<file path="src/rtl/mdu_pkg.sv">
// ============================================================================
// mdu_pkg : op codes, FSM encoding and fixed divide results for mdu_unit
// Rev 1.0
// ============================================================================
`default_nettype none

package mdu_pkg;

  typedef enum logic [1:0] {
    S_IDLE = 2'd0,
    S_MUL  = 2'd1,
    S_DIV  = 2'd2,
    S_FIX  = 2'd3
  } mdu_state_e;

  localparam logic [3:0] OP_MULT  = 4'd0;
  localparam logic [3:0] OP_MULTU = 4'd1;
  localparam logic [3:0] OP_DIV   = 4'd2;
  localparam logic [3:0] OP_DIVU  = 4'd3;
  localparam logic [3:0] OP_MTHI  = 4'd4;
  localparam logic [3:0] OP_MTLO  = 4'd5;
  localparam logic [3:0] OP_MADD  = 4'd6;
  localparam logic [3:0] OP_MADDU = 4'd7;
  localparam logic [3:0] OP_MSUB  = 4'd8;
  localparam logic [3:0] OP_MSUBU = 4'd9;

  localparam int unsigned MDU_MAX_W = 64;

  // Divide-by-zero quotient: all ones in the low w bits.
  function automatic logic [MDU_MAX_W-1:0] mdu_all_ones(input int unsigned w);
    return {MDU_MAX_W{1'b1}} >> (MDU_MAX_W - w);
  endfunction

  // Signed-overflow quotient: the most negative w-bit value.
  function automatic logic [MDU_MAX_W-1:0] mdu_most_neg(input int unsigned w);
    return {{(MDU_MAX_W-1){1'b0}}, 1'b1} << (w - 1);
  endfunction

endpackage

`default_nettype wire

</file>
<file path="src/rtl/mdu_if.sv">
// ============================================================================
// mdu_if : pipeline <-> multiply/divide unit request and result bundle
// Rev 1.0
// ============================================================================
`default_nettype none

interface mdu_if #(
  parameter int unsigned WIDTH = 32
) ();
  logic             start_i;
  logic [3:0]       op_i;
  logic             flush_i;
  logic [WIDTH-1:0] rd1_i;
  logic [WIDTH-1:0] rd2_i;
  logic [WIDTH-1:0] hi_o;
  logic [WIDTH-1:0] lo_o;
  logic             busy_o;
  logic             done_o;

  modport master (
    output start_i, op_i, flush_i, rd1_i, rd2_i,
    input  hi_o, lo_o, busy_o, done_o
  );

  modport slave (
    input  start_i, op_i, flush_i, rd1_i, rd2_i,
    output hi_o, lo_o, busy_o, done_o
  );
endinterface

`default_nettype wire

</file>
<file path="src/rtl/mdu_divider.sv">
// ============================================================================
// mdu_divider : unsigned restoring divider, one quotient bit per step
// Rev 1.0
// ============================================================================
`default_nettype none

module mdu_divider
  import mdu_pkg::*;
#(
  parameter int unsigned WIDTH = 32
) (
  input  logic             clk_i,
  input  logic             rst_ni,
  input  logic             load_i,
  input  logic             step_i,
  input  logic [WIDTH-1:0] dividend_i,
  input  logic [WIDTH-1:0] divisor_i,
  output logic [WIDTH-1:0] quo_o,
  output logic [WIDTH-1:0] rem_o,
  output logic             valid_o
);

  localparam int unsigned CW = $clog2(WIDTH + 1);

  logic [WIDTH-1:0] quo_q, quo_d, rem_q, rem_d, dvs_q, dvs_d;
  logic [CW-1:0]    cnt_q, cnt_d;
  logic [WIDTH:0]   w_shift;
  logic [WIDTH-1:0] w_diff;
  logic             w_ge;

  // Dividend bits shift out of the quotient register into the remainder.
  assign w_shift = {rem_q, quo_q[WIDTH-1]};
  assign w_ge    = (w_shift >= {1'b0, dvs_q});
  assign w_diff  = w_shift[WIDTH-1:0] - dvs_q;
  assign valid_o = (cnt_q == CW'(WIDTH));
  assign quo_o   = quo_q;
  assign rem_o   = rem_q;

  always_comb begin
    quo_d = quo_q;
    rem_d = rem_q;
    dvs_d = dvs_q;
    cnt_d = cnt_q;
    if (load_i) begin
      quo_d = dividend_i;
      rem_d = '0;
      dvs_d = divisor_i;
      cnt_d = '0;
    end else if (step_i && !valid_o) begin
      quo_d = {quo_q[WIDTH-2:0], w_ge};
      rem_d = w_ge ? w_diff : w_shift[WIDTH-1:0];
      cnt_d = cnt_q + CW'(1);
    end
  end

  always_ff @(posedge clk_i) begin
    if (!rst_ni) begin
      quo_q <= '0;
      rem_q <= '0;
      dvs_q <= '0;
      cnt_q <= '0;
    end else begin
      quo_q <= quo_d;
      rem_q <= rem_d;
      dvs_q <= dvs_d;
      cnt_q <= cnt_d;
    end
  end

endmodule

`default_nettype wire

</file>
<file path="src/rtl/mdu_unit.sv">
// ============================================================================
// mdu_unit : HI/LO multiply / multiply-accumulate / divide unit for EX stage
// Rev 1.0
// ============================================================================
`default_nettype none

module mdu_unit
  import mdu_pkg::*;
#(
  parameter int unsigned WIDTH    = 32,
  parameter int unsigned MULT_LAT = 5
) (
  input  logic clk_i,
  input  logic rst_ni,
  mdu_if.slave bus
);

  localparam int unsigned CNT_MAX = (MULT_LAT > WIDTH) ? MULT_LAT : WIDTH;
  localparam int unsigned CW      = $clog2(CNT_MAX + 1);
  localparam logic [WIDTH-1:0] c_dz_lo  = WIDTH'(mdu_all_ones(WIDTH));
  localparam logic [WIDTH-1:0] c_ovf_lo = WIDTH'(mdu_most_neg(WIDTH));

  mdu_state_e         state_q, state_d;
  logic [CW-1:0]      cnt_q, cnt_d;
  logic [3:0]         op_q, op_d;
  logic [2*WIDTH-1:0] prod_q, prod_d;
  logic [WIDTH-1:0]   hi_q, hi_d, lo_q, lo_d, rd1_q, rd1_d;
  logic               done_q, done_d, dz_q, dz_d, ovf_q, ovf_d;
  logic               nquo_q, nquo_d, nrem_q, nrem_d;

  logic               w_mul_signed, w_div_signed, w_div_load, w_div_step, w_div_valid;
  logic [2*WIDTH-1:0] w_a, w_b, w_prod;
  logic [WIDTH-1:0]   w_rd1_mag, w_rd2_mag, w_quo, w_rem;

  assign w_mul_signed = (bus.op_i == OP_MULT) || (bus.op_i == OP_MADD) || (bus.op_i == OP_MSUB);
  assign w_div_signed = (bus.op_i == OP_DIV);
  assign w_a    = w_mul_signed ? {{WIDTH{bus.rd1_i[WIDTH-1]}}, bus.rd1_i} : {{WIDTH{1'b0}}, bus.rd1_i};
  assign w_b    = w_mul_signed ? {{WIDTH{bus.rd2_i[WIDTH-1]}}, bus.rd2_i} : {{WIDTH{1'b0}}, bus.rd2_i};
  assign w_prod = w_a * w_b;

  assign w_rd1_mag = (w_div_signed && bus.rd1_i[WIDTH-1]) ? -bus.rd1_i : bus.rd1_i;
  assign w_rd2_mag = (w_div_signed && bus.rd2_i[WIDTH-1]) ? -bus.rd2_i : bus.rd2_i;

  mdu_divider #(.WIDTH(WIDTH)) u_div (
    .clk_i      (clk_i),
    .rst_ni     (rst_ni),
    .load_i     (w_div_load),
    .step_i     (w_div_step),
    .dividend_i (w_rd1_mag),
    .divisor_i  (w_rd2_mag),
    .quo_o      (w_quo),
    .rem_o      (w_rem),
    .valid_o    (w_div_valid)
  );

  always_comb begin
    state_d = state_q;  cnt_d = cnt_q;   op_d  = op_q;   prod_d = prod_q;
    hi_d    = hi_q;     lo_d  = lo_q;    rd1_d = rd1_q;  done_d = 1'b0;
    dz_d    = dz_q;     ovf_d = ovf_q;   nquo_d = nquo_q; nrem_d = nrem_q;
    w_div_load = 1'b0;
    w_div_step = 1'b0;
    unique case (state_q)
      S_IDLE: if (bus.start_i && !bus.flush_i) begin
        op_d  = bus.op_i;
        rd1_d = bus.rd1_i;
        cnt_d = CW'(1);
        case (bus.op_i)
          OP_MULT, OP_MULTU, OP_MADD, OP_MADDU, OP_MSUB, OP_MSUBU: begin
            state_d = S_MUL;
            prod_d  = w_prod;
          end
          OP_DIV, OP_DIVU: begin
            state_d    = S_DIV;
            w_div_load = 1'b1;
            nquo_d = w_div_signed && (bus.rd1_i[WIDTH-1] ^ bus.rd2_i[WIDTH-1]);
            nrem_d = w_div_signed && bus.rd1_i[WIDTH-1];
            dz_d   = (bus.rd2_i == '0);
            ovf_d  = w_div_signed && (bus.rd1_i == c_ovf_lo) && (bus.rd2_i == '1);
          end
          OP_MTHI: begin hi_d = bus.rd1_i; done_d = 1'b1; end
          OP_MTLO: begin lo_d = bus.rd1_i; done_d = 1'b1; end
          default: ;
        endcase
      end
      S_MUL: begin
        if (cnt_q == CW'(MULT_LAT)) begin
          // Accumulate against HI/LO as they stand at completion.
          case (op_q)
            OP_MADD, OP_MADDU: {hi_d, lo_d} = {hi_q, lo_q} + prod_q;
            OP_MSUB, OP_MSUBU: {hi_d, lo_d} = {hi_q, lo_q} - prod_q;
            default:           {hi_d, lo_d} = prod_q;
          endcase
          state_d = S_IDLE;
          done_d  = 1'b1;
        end else begin
          cnt_d = cnt_q + CW'(1);
        end
      end
      S_DIV: begin
        w_div_step = 1'b1;
        if (cnt_q == CW'(WIDTH)) state_d = S_FIX;
        else                     cnt_d   = cnt_q + CW'(1);
      end
      S_FIX: if (w_div_valid) begin
        if (dz_q) begin
          hi_d = rd1_q;
          lo_d = c_dz_lo;
        end else if (ovf_q) begin
          hi_d = '0;
          lo_d = c_ovf_lo;
        end else begin
          hi_d = nrem_q ? -w_rem : w_rem;
          lo_d = nquo_q ? -w_quo : w_quo;
        end
        state_d = S_IDLE;
        done_d  = 1'b1;
      end
    endcase
    if (bus.flush_i && (state_q != S_IDLE)) begin
      state_d    = S_IDLE;
      cnt_d      = '0;
      hi_d       = hi_q;
      lo_d       = lo_q;
      done_d     = 1'b0;
      w_div_step = 1'b0;
    end
  end

  always_ff @(posedge clk_i) begin
    if (!rst_ni) begin
      state_q <= S_IDLE; cnt_q  <= '0;   op_q   <= '0;   prod_q <= '0;
      hi_q    <= '0;     lo_q   <= '0;   rd1_q  <= '0;   done_q <= 1'b0;
      dz_q    <= 1'b0;   ovf_q  <= 1'b0; nquo_q <= 1'b0; nrem_q <= 1'b0;
    end else begin
      state_q <= state_d; cnt_q  <= cnt_d;  op_q   <= op_d;   prod_q <= prod_d;
      hi_q    <= hi_d;    lo_q   <= lo_d;   rd1_q  <= rd1_d;  done_q <= done_d;
      dz_q    <= dz_d;    ovf_q  <= ovf_d;  nquo_q <= nquo_d; nrem_q <= nrem_d;
    end
  end

  assign bus.hi_o   = hi_q;
  assign bus.lo_o   = lo_q;
  assign bus.busy_o = (state_q != S_IDLE);
  assign bus.done_o = done_q;

endmodule

`default_nettype wire

</file>
<file path="src/flat_wrapper.sv">
// flat-port wrapper written by rule: the top's interface ports become plain ports
module mdu_unit_flat import mdu_pkg::*;
#(
  parameter int unsigned WIDTH    = 32,
  parameter int unsigned MULT_LAT = 5
)
  (clk_i, rst_ni, bus_start_i, bus_op_i, bus_flush_i, bus_rd1_i, bus_rd2_i, bus_hi_o, bus_lo_o, bus_busy_o, bus_done_o);
  mdu_if #(.WIDTH(WIDTH)) bus_i ();
  input  logic clk_i;
  input  logic rst_ni;
  input wire logic [$bits(bus_i.start_i)-1:0] bus_start_i;
  input wire logic [$bits(bus_i.op_i)-1:0] bus_op_i;
  input wire logic [$bits(bus_i.flush_i)-1:0] bus_flush_i;
  input wire logic [$bits(bus_i.rd1_i)-1:0] bus_rd1_i;
  input wire logic [$bits(bus_i.rd2_i)-1:0] bus_rd2_i;
  output wire logic [$bits(bus_i.hi_o)-1:0] bus_hi_o;
  output wire logic [$bits(bus_i.lo_o)-1:0] bus_lo_o;
  output wire logic [$bits(bus_i.busy_o)-1:0] bus_busy_o;
  output wire logic [$bits(bus_i.done_o)-1:0] bus_done_o;
  assign bus_i.start_i = bus_start_i;
  assign bus_i.op_i = bus_op_i;
  assign bus_i.flush_i = bus_flush_i;
  assign bus_i.rd1_i = bus_rd1_i;
  assign bus_i.rd2_i = bus_rd2_i;
  assign bus_hi_o = bus_i.hi_o;
  assign bus_lo_o = bus_i.lo_o;
  assign bus_busy_o = bus_i.busy_o;
  assign bus_done_o = bus_i.done_o;
  mdu_unit #(.WIDTH(WIDTH), .MULT_LAT(MULT_LAT)) u_core (.clk_i(clk_i), .rst_ni(rst_ni), .bus(bus_i));
endmodule
</file>
<file path="config.mk">
export PLATFORM = sky130hd
export DESIGN_NAME = mdu_unit_flat
export DESIGN_NICKNAME = d
export VERILOG_FILES = /design/src/rtl/mdu_pkg.sv /design/src/rtl/mdu_if.sv /design/src/rtl/mdu_divider.sv /design/src/rtl/mdu_unit.sv /design/src/flat_wrapper.sv
export SDC_FILE = /design/constraint.sdc
export NUM_CORES = 2
export LEC_CHECK = 0
export ABC_AREA = 0
export BUFFER_PORTS_ARGS = -buffer_cell sky130_fd_sc_hd__buf_2
export CORE_MARGIN = 4
export CORE_UTILIZATION = 25
export CTS_CLUSTER_DIAMETER = 150
export CTS_CLUSTER_SIZE = 40
export DETAILED_ROUTE_END_ITERATION = 12
export GPL_ROUTABILITY_DRIVEN = 0
export SLEW_MARGIN = 20
export SYNTH_ARGS = -nofsm -noshare
export SYNTH_HDL_FRONTEND = slang
export SYNTH_SLANG_ARGS = --single-unit
</file>
<file path="constraint.sdc">
create_clock -name clk_i -period 10.8 [get_ports clk_i]
set_clock_uncertainty 0.1 [all_clocks]
set_input_delay 1.62 -clock clk_i [delete_from_list [all_inputs] [get_ports clk_i]]
set_output_delay 1.62 -clock clk_i [all_outputs]
set_load 0.005 [all_outputs]
</file>
=== Word level (Yosys, flattened, before mapping) ===
Index checks and enable logic that the tools add are counted.

* Bits in registers: 279
* Output and inout port bits: 66
* Logic and storage cells: 138

* Add/subtract/negate cells: 9
* $mul: 1
* Order comparisons: 1
* Equality and inequality tests: 30
* Muxes and demuxes: 45
* Bitwise logic cells: 3
* Reductions and logical operators: 33

{| class="wikitable"
|+ Operators by type and width
! cell !! number
|-
| 32-bit 2-to-1 mux || 19
|-
| 32-bit one-hot mux with 3 select lines || 2
|-
| 64-bit 2-to-1 mux || 2
|-
| 32-bit negator || 4
|-
| 32-bit one-hot mux with 2 select lines || 2
|-
| 64-bit adder || 1
|-
| 32-bit == test (second input constant) || 2
|-
| 64-bit by 64-bit multiplier with 64-bit output || 1
|-
| 64-bit subtractor || 1
|-
| 33-bit by 32-bit greater-or-equal comparator with 1-bit output || 1
|-
| 32-bit logical NOT || 1
|-
| 32-bit subtractor || 1
|-
| 4-bit by 3-bit == test with 1-bit output (second input constant) || 6
|-
| 6-bit 2-to-1 mux || 3
|-
| 6-bit one-hot mux with 3 select lines || 1
|-
| 4-bit == test (second input constant) || 4
|-
| 6-bit by 1-bit adder with 6-bit output (second input constant) || 2
|-
| 6-bit == test (second input constant) || 2
|-
| 6-bit AND reduction || 2
|-
| 2-bit OR reduction || 6
|-
| 2-bit inequality test (second input constant) || 5
|-
| 1-bit 2-to-1 mux || 9
|-
| 4-bit by 2-bit == test with 1-bit output (second input constant) || 2
|-
| 1-bit logical AND || 8
|-
| 23 further kinds || 35
|}

=== Longest topological paths before layout ===
* Depth after elaboration: 6
* Gate-level depth with buffers: 41
* Mapped depth without buffers: 37

=== Cells and area by module ===
From an unflattened synthesis, not the netlist that was laid out.

* Cells, all modules: 8647
* Area total of the unflattened synthesis: 72508.3 µm²

{| class="wikitable"
|+ Modules (own cells, without submodules)
! module !! instances !! cells each !! area an instance (µm²)
|-
| mdu_unit || 1 || 7881 || 66074.6
|-
| mdu_divider || 1 || 766 || 6433.7
|}

=== Worst setup path before layout ===
Ideal clock, no wire load.

* Kind: input -> register
* Start point: in bus_op_i[1]
* End point: reg u_core.prod_q[58]
* Arrival time: 10876 ps
* Data required time: 10577 ps
* Slack: -299 ps
* Cell stages on the path: 37
* Path through: nor2b_1 a21oi_1 nor2_1 clkbuf_1 and2_1 clkbuf_1 clkbuf_1 nand2_1 inv_1 fa_1 fa_1 fa_1 fa_1 inv_1 fa_1 fa_1 inv_1 fa_1 inv_1 fa_1 fa_1 inv_1 fa_1 ha_1 clkbuf_1 a21o_1 a21o_1 a21oi_1 o21ai_0 a221oi_1 o22a_1 o311ai_0 a21o_1 a31oi_1 o21ai_0 xnor2_1 o21ai_0

* Word-level cells in the longest chain between the ends: 5
* Elaborated cells between the ends (all ways): 13
* Those cells by class: mul: 1; eq/ne: 5; mux: 2; reduce/logical: 5

{| class="wikitable"
|+ Ends and longest elaborated chain
! what !! line !! text
|-
| from (decl) || flat_wrapper.sv:12 || <nowiki>input wire logic [$bits(bus_i.op_i)-1:0] bus_op_i;</nowiki>
|-
| 4-bit by 3-bit == test with 1-bit output or 4-bit logical NOT (tied branches) || mdu_unit.sv:35, mdu_unit.sv:67 ||
|-
| 1-bit logical OR (2 in series) || mdu_unit.sv:35 || <nowiki>assign w_mul_signed = (bus.op_i == OP_MULT) || (bus.op_i == OP_MADD) || (bus.op_i == OP_MSUB);</nowiki>
|-
| 64-bit 2-to-1 mux, on equally long branches || mdu_unit.sv:37, mdu_unit.sv:38 ||
|-
| 64-bit by 64-bit multiplier with 64-bit output || mdu_unit.sv:39 || <nowiki>assign w_prod = w_a * w_b;</nowiki>
|-
| to (signal assigned) || mdu_unit.sv:135 || <nowiki>state_q <= state_d; cnt_q <= cnt_d; op_q <= op_d; prod_q <= prod_d;</nowiki>
|-
| to (decl) || mdu_unit.sv:26 || <nowiki>logic [2*WIDTH-1:0] prod_q, prod_d;</nowiki>
|}

Several ways; a longest one is shown, not always the timed one.
A chain may end at the register's enable or synchronous reset.

=== Final worst setup path ===
* Start point: in bus_rd1_i[11]
* End point: reg u_core.prod_q[63]

* Word-level cells in the longest chain between the ends: 2

{| class="wikitable"
|+ Ends and longest elaborated chain
! what !! line !! text
|-
| from (decl) || flat_wrapper.sv:14 || <nowiki>input wire logic [$bits(bus_i.rd1_i)-1:0] bus_rd1_i;</nowiki>
|-
| 64-bit 2-to-1 mux || mdu_unit.sv:37 || <nowiki>assign w_a = w_mul_signed ? {{WIDTH{bus.rd1_i[WIDTH-1]}}, bus.rd1_i} : {{WIDTH{1'b0}}, bus.rd1_i};</nowiki>
|-
| 64-bit by 64-bit multiplier with 64-bit output || mdu_unit.sv:39 ||
|}

Every way passes these cells.

==> summary.md <==
| Metric | Value |
|---|---|
| Outcome | completed |
| Max-cap violation count | 0 |
| Largest net degree at the start of global routing | 91 |
| CTS tree | yes |
| Worst Path Max Fanout | 22 |
| TritonRoute pass-1 iters | 6 |
| CTS Sinks | 278 |
| Peak Freq | 96.1 MHz |
| Avg Synthesized Cell Area | 8.31 um^2 |
| Synthesized area | 71,700 um^2 |
| Final core utilization | 28.2% |
| Seq cells post-synth | 278 |
| Global router's overall resource usage | 17.1% |
| Core area | 285,000 um^2 |
| R2R Setup Slk | 5.17 ns |
| Synth unique cells | 81 |
| RSZ-0062 raised after global routing | no |
| Post-DP HPWL | 215 mm |
| Seq/Total Area, Yosys | 7.77% |
| Yosys top cell area share | 39.6% |
| Global-route wire length before repair | 389 mm |
| Share of layout cells above drive strength 1 | 9.31% |
| Most common cell in the netlist | inv_1 |
| Worst-path clk slew | 0.13 ns |
| Final nets | 10,800 |
| Synth top area cells | fa_1 40%, inv_1 9.1%, ha_1 8.6% |
| Prevailing post-synth register cell | dfxtp_1 |
| Async SR Flop Fraction | 0% |
| Synth Net Count | 10,600 |
| Warnings, synthesis | 0 |
| Die Ht | 543 um |
| Vias | 61,100 |
| Critical R2R Launch | u_core.prod_q[14]$_SDFFE_PN0P_ |
| Final antenna-violating net count | 0 |
| Drt via density | 4.84 |
| Wirelength, routed | 255 mm |
| Worst slew pin tran | 1.07 ns |
| Setup crit end kind | register |
| Synth Instances | 8,623 |
| H-tree lvl count | 1 |
| Max-slew headroom | 27.7% |
| Critical path's largest stage delay | 0.76 ns |
| Cell taking the most area after synthesis | fa_1 |
| Starting Density | 25.1% |
| Number of flops mapped to enable cells by yosys | 0 |
| GRT overflow | 0 |
| Hold buffers post-CTS | 0 |
| Max clock buf depth | 3 |
| Worst r2r dst | u_core.bus.hi_o[29]$_SDFFE_PN0P_ |
| DIE AREA | 295,000 um^2 |
| I/O pin cnt | 138 |
| Vias in the first global route | 61,800 |
| Synth-to-Final Area Change | 12.4% |
| Final worst-path cycle share | 96.4% |
| Most frequent cells after synthesis | 1,731 x inv_1, 1,417 x fa_1, 1,266 x nand2_1 |
| Worst EP arrival | 10.75 ns |
| Critical Path Most Common Cell | fa_1 |
| Final-layout fill cell count | 30,700 |
| Initial antenna violation count | 22 |
| DRT iter0 DRCs | 5,705 |
| Worst Hold Endpoint | u_core.rd1_q[24]$_SDFFE_PN0P_ |
| Register-to-Register Path Depth | 14 |
| Wirelength per Cell | 20.2 um |
| WHS Path Cells | 2 |
| Critical path class | primary input to register |
| Die W | 543 um |
| Hold path start | u_core.rd1_q[24]$_SDFFE_PN0P_ |
| Residual DRC | 0 |
| Root Driver | clkbuf_16 |
| CTS buffer count | 12 |
| Final min period | 10.41 ns |
| Final Hold Viols | 0 |
| Slowest CP cell | buf_2 |
| # setup viols final | 0 |
| Buffers on Ports | 137 |
| Slew Limit Fails | 0 |
| Startpoint types | primary input |
| WP data required | 11.14 ns |
| Hold crit path type | register to register |
| Std-Cell Rows | 196 |
| Clk_lat worst skew | 0.56 ns |
[routing by layer]
| layer | track usage, % | part of all wire (%) |
|---|---|---|
| met2 | 28.5 | 46 |
| met3 | 2.61 | 8.2 |
| met5 | 0 | 0.020 |
| met4 | 5.66 | 3.9 |
| met1 | 22.6 | 41 |
[cells in the final DEF (no fill, tap or decap), types with 110 or more instances in the layout]
cell,n
nor2_1,351
xor2_1,110
o21ai_0,321
xnor2_1,157
inv_1,1729
fa_1,1414
nand2_1,1262
a21oi_1,421
buf_2,137
and2_1,361
buf_4,568
ha_1,491
dfxtp_1,277
a21o_1,114
[stage by stage]
stage	instance area, um^2	cells	hold WS (ns)	setup TNS (ns)	setup WS, ns
floorplan	71700	8623	0.332	0	0.0243
global placement	79900	12600	0.342	-5.47	-0.696
detailed placement	79900	12600	0.347	-6.93	-0.679
CTS	80400	12600	0.366	0	0.0112
global route	80500	12600	0.382	0	0.0144
finish	80500	12600	0.363	0	0.389
[what timing repair did]
action / in CTS / in global routing
gates cloned: 0 / 1
endpoints found under the setup margin: 4 / 11
pin swaps: 0 / 5
setup buffers: 0 / 2
resized for setup: 3 / 23
[worst max-delay path, delay by kind of cell]
kind / cells / cell delay, ns
buffers and inverters: 9 / 1.62
AOI/OAI and AO/OA: 9 / 1.88
and+or+nand+nor: 3 / 0.51
adders and majority gates: 11 / 4.84
xor gates and xnor gates: 1 / 0.21
[logic make-up (layout without fill, tap and decap cells)]
group / count (synthesis) / count (layout) / synth area share, %
AOI/OAI and AO/OA: 1473 / 1473 / 13.4
DFF: 278 / 278 / 7.77
adders and majority gates: 1911 / 1911 / 48.2
buffers and inverters: 2257 / 2486 / 11.8
other: 0 / 10 / 0
and+or+nand+nor: 2424 / 2424 / 15.4
xor gates and xnor gates: 267 / 267 / 3.26
muxes: 13 / 13 / 0.185
[flip-flops by register name, summed over array words and instances (netlist names), 3 cells and up]
register and flops:
u_core.u_div.rem_o 32, u_core.u_div.dvs_q 32, u_core.u_div.cnt_q 6, u_core.u_div.quo_o 32, u_core.bus.lo_o 32, u_core.rd1_q 32, u_core.op_q 3, u_core.bus.hi_o 32
u_core.prod_q 64, u_core.cnt_q 6
[final cells by class]
class                      count  area (um^2)  share of cell area (%)
clock inverter                 4         88.8                   0.110
tap                         3762         4710                    5.85
clock buffer                  14          339                   0.421
sequential                   278         5570                    6.91
inverter                    1733         6510                    8.08
antenna                       10         25.0                  0.0311
multi-input combinational   6088        57700                    71.7
timing repair buffer         735         5550                    6.89
[how the worst max path moves through the flow]
| stage | startpoint | endpoint | slack (ns) | cells after the start |
|---|---|---|---|---|
| floorplan | bus_op_i[1] | u_core.prod_q[58]$_SDFFE_PN0P_ | 0.02 | 37 |
| global placement | bus_op_i[1] | u_core.prod_q[58]$_SDFFE_PN0P_ | -0.70 | 39 |
| detailed placement | bus_op_i[1] | u_core.prod_q[62]$_SDFFE_PN0P_ | -0.68 | 40 |
| CTS | bus_op_i[1] | u_core.prod_q[58]$_SDFFE_PN0P_ | 0.01 | 37 |
| global route | bus_rd1_i[11] | u_core.prod_q[57]$_SDFFE_PN0P_ | 0.01 | 33 |
| finish | bus_rd1_i[11] | u_core.prod_q[63]$_SDFFE_PN0P_ | 0.39 | 33 |
Power is not shown: default switching activity piles up to over one toggle a cycle in this logic, so the estimate is an artifact.
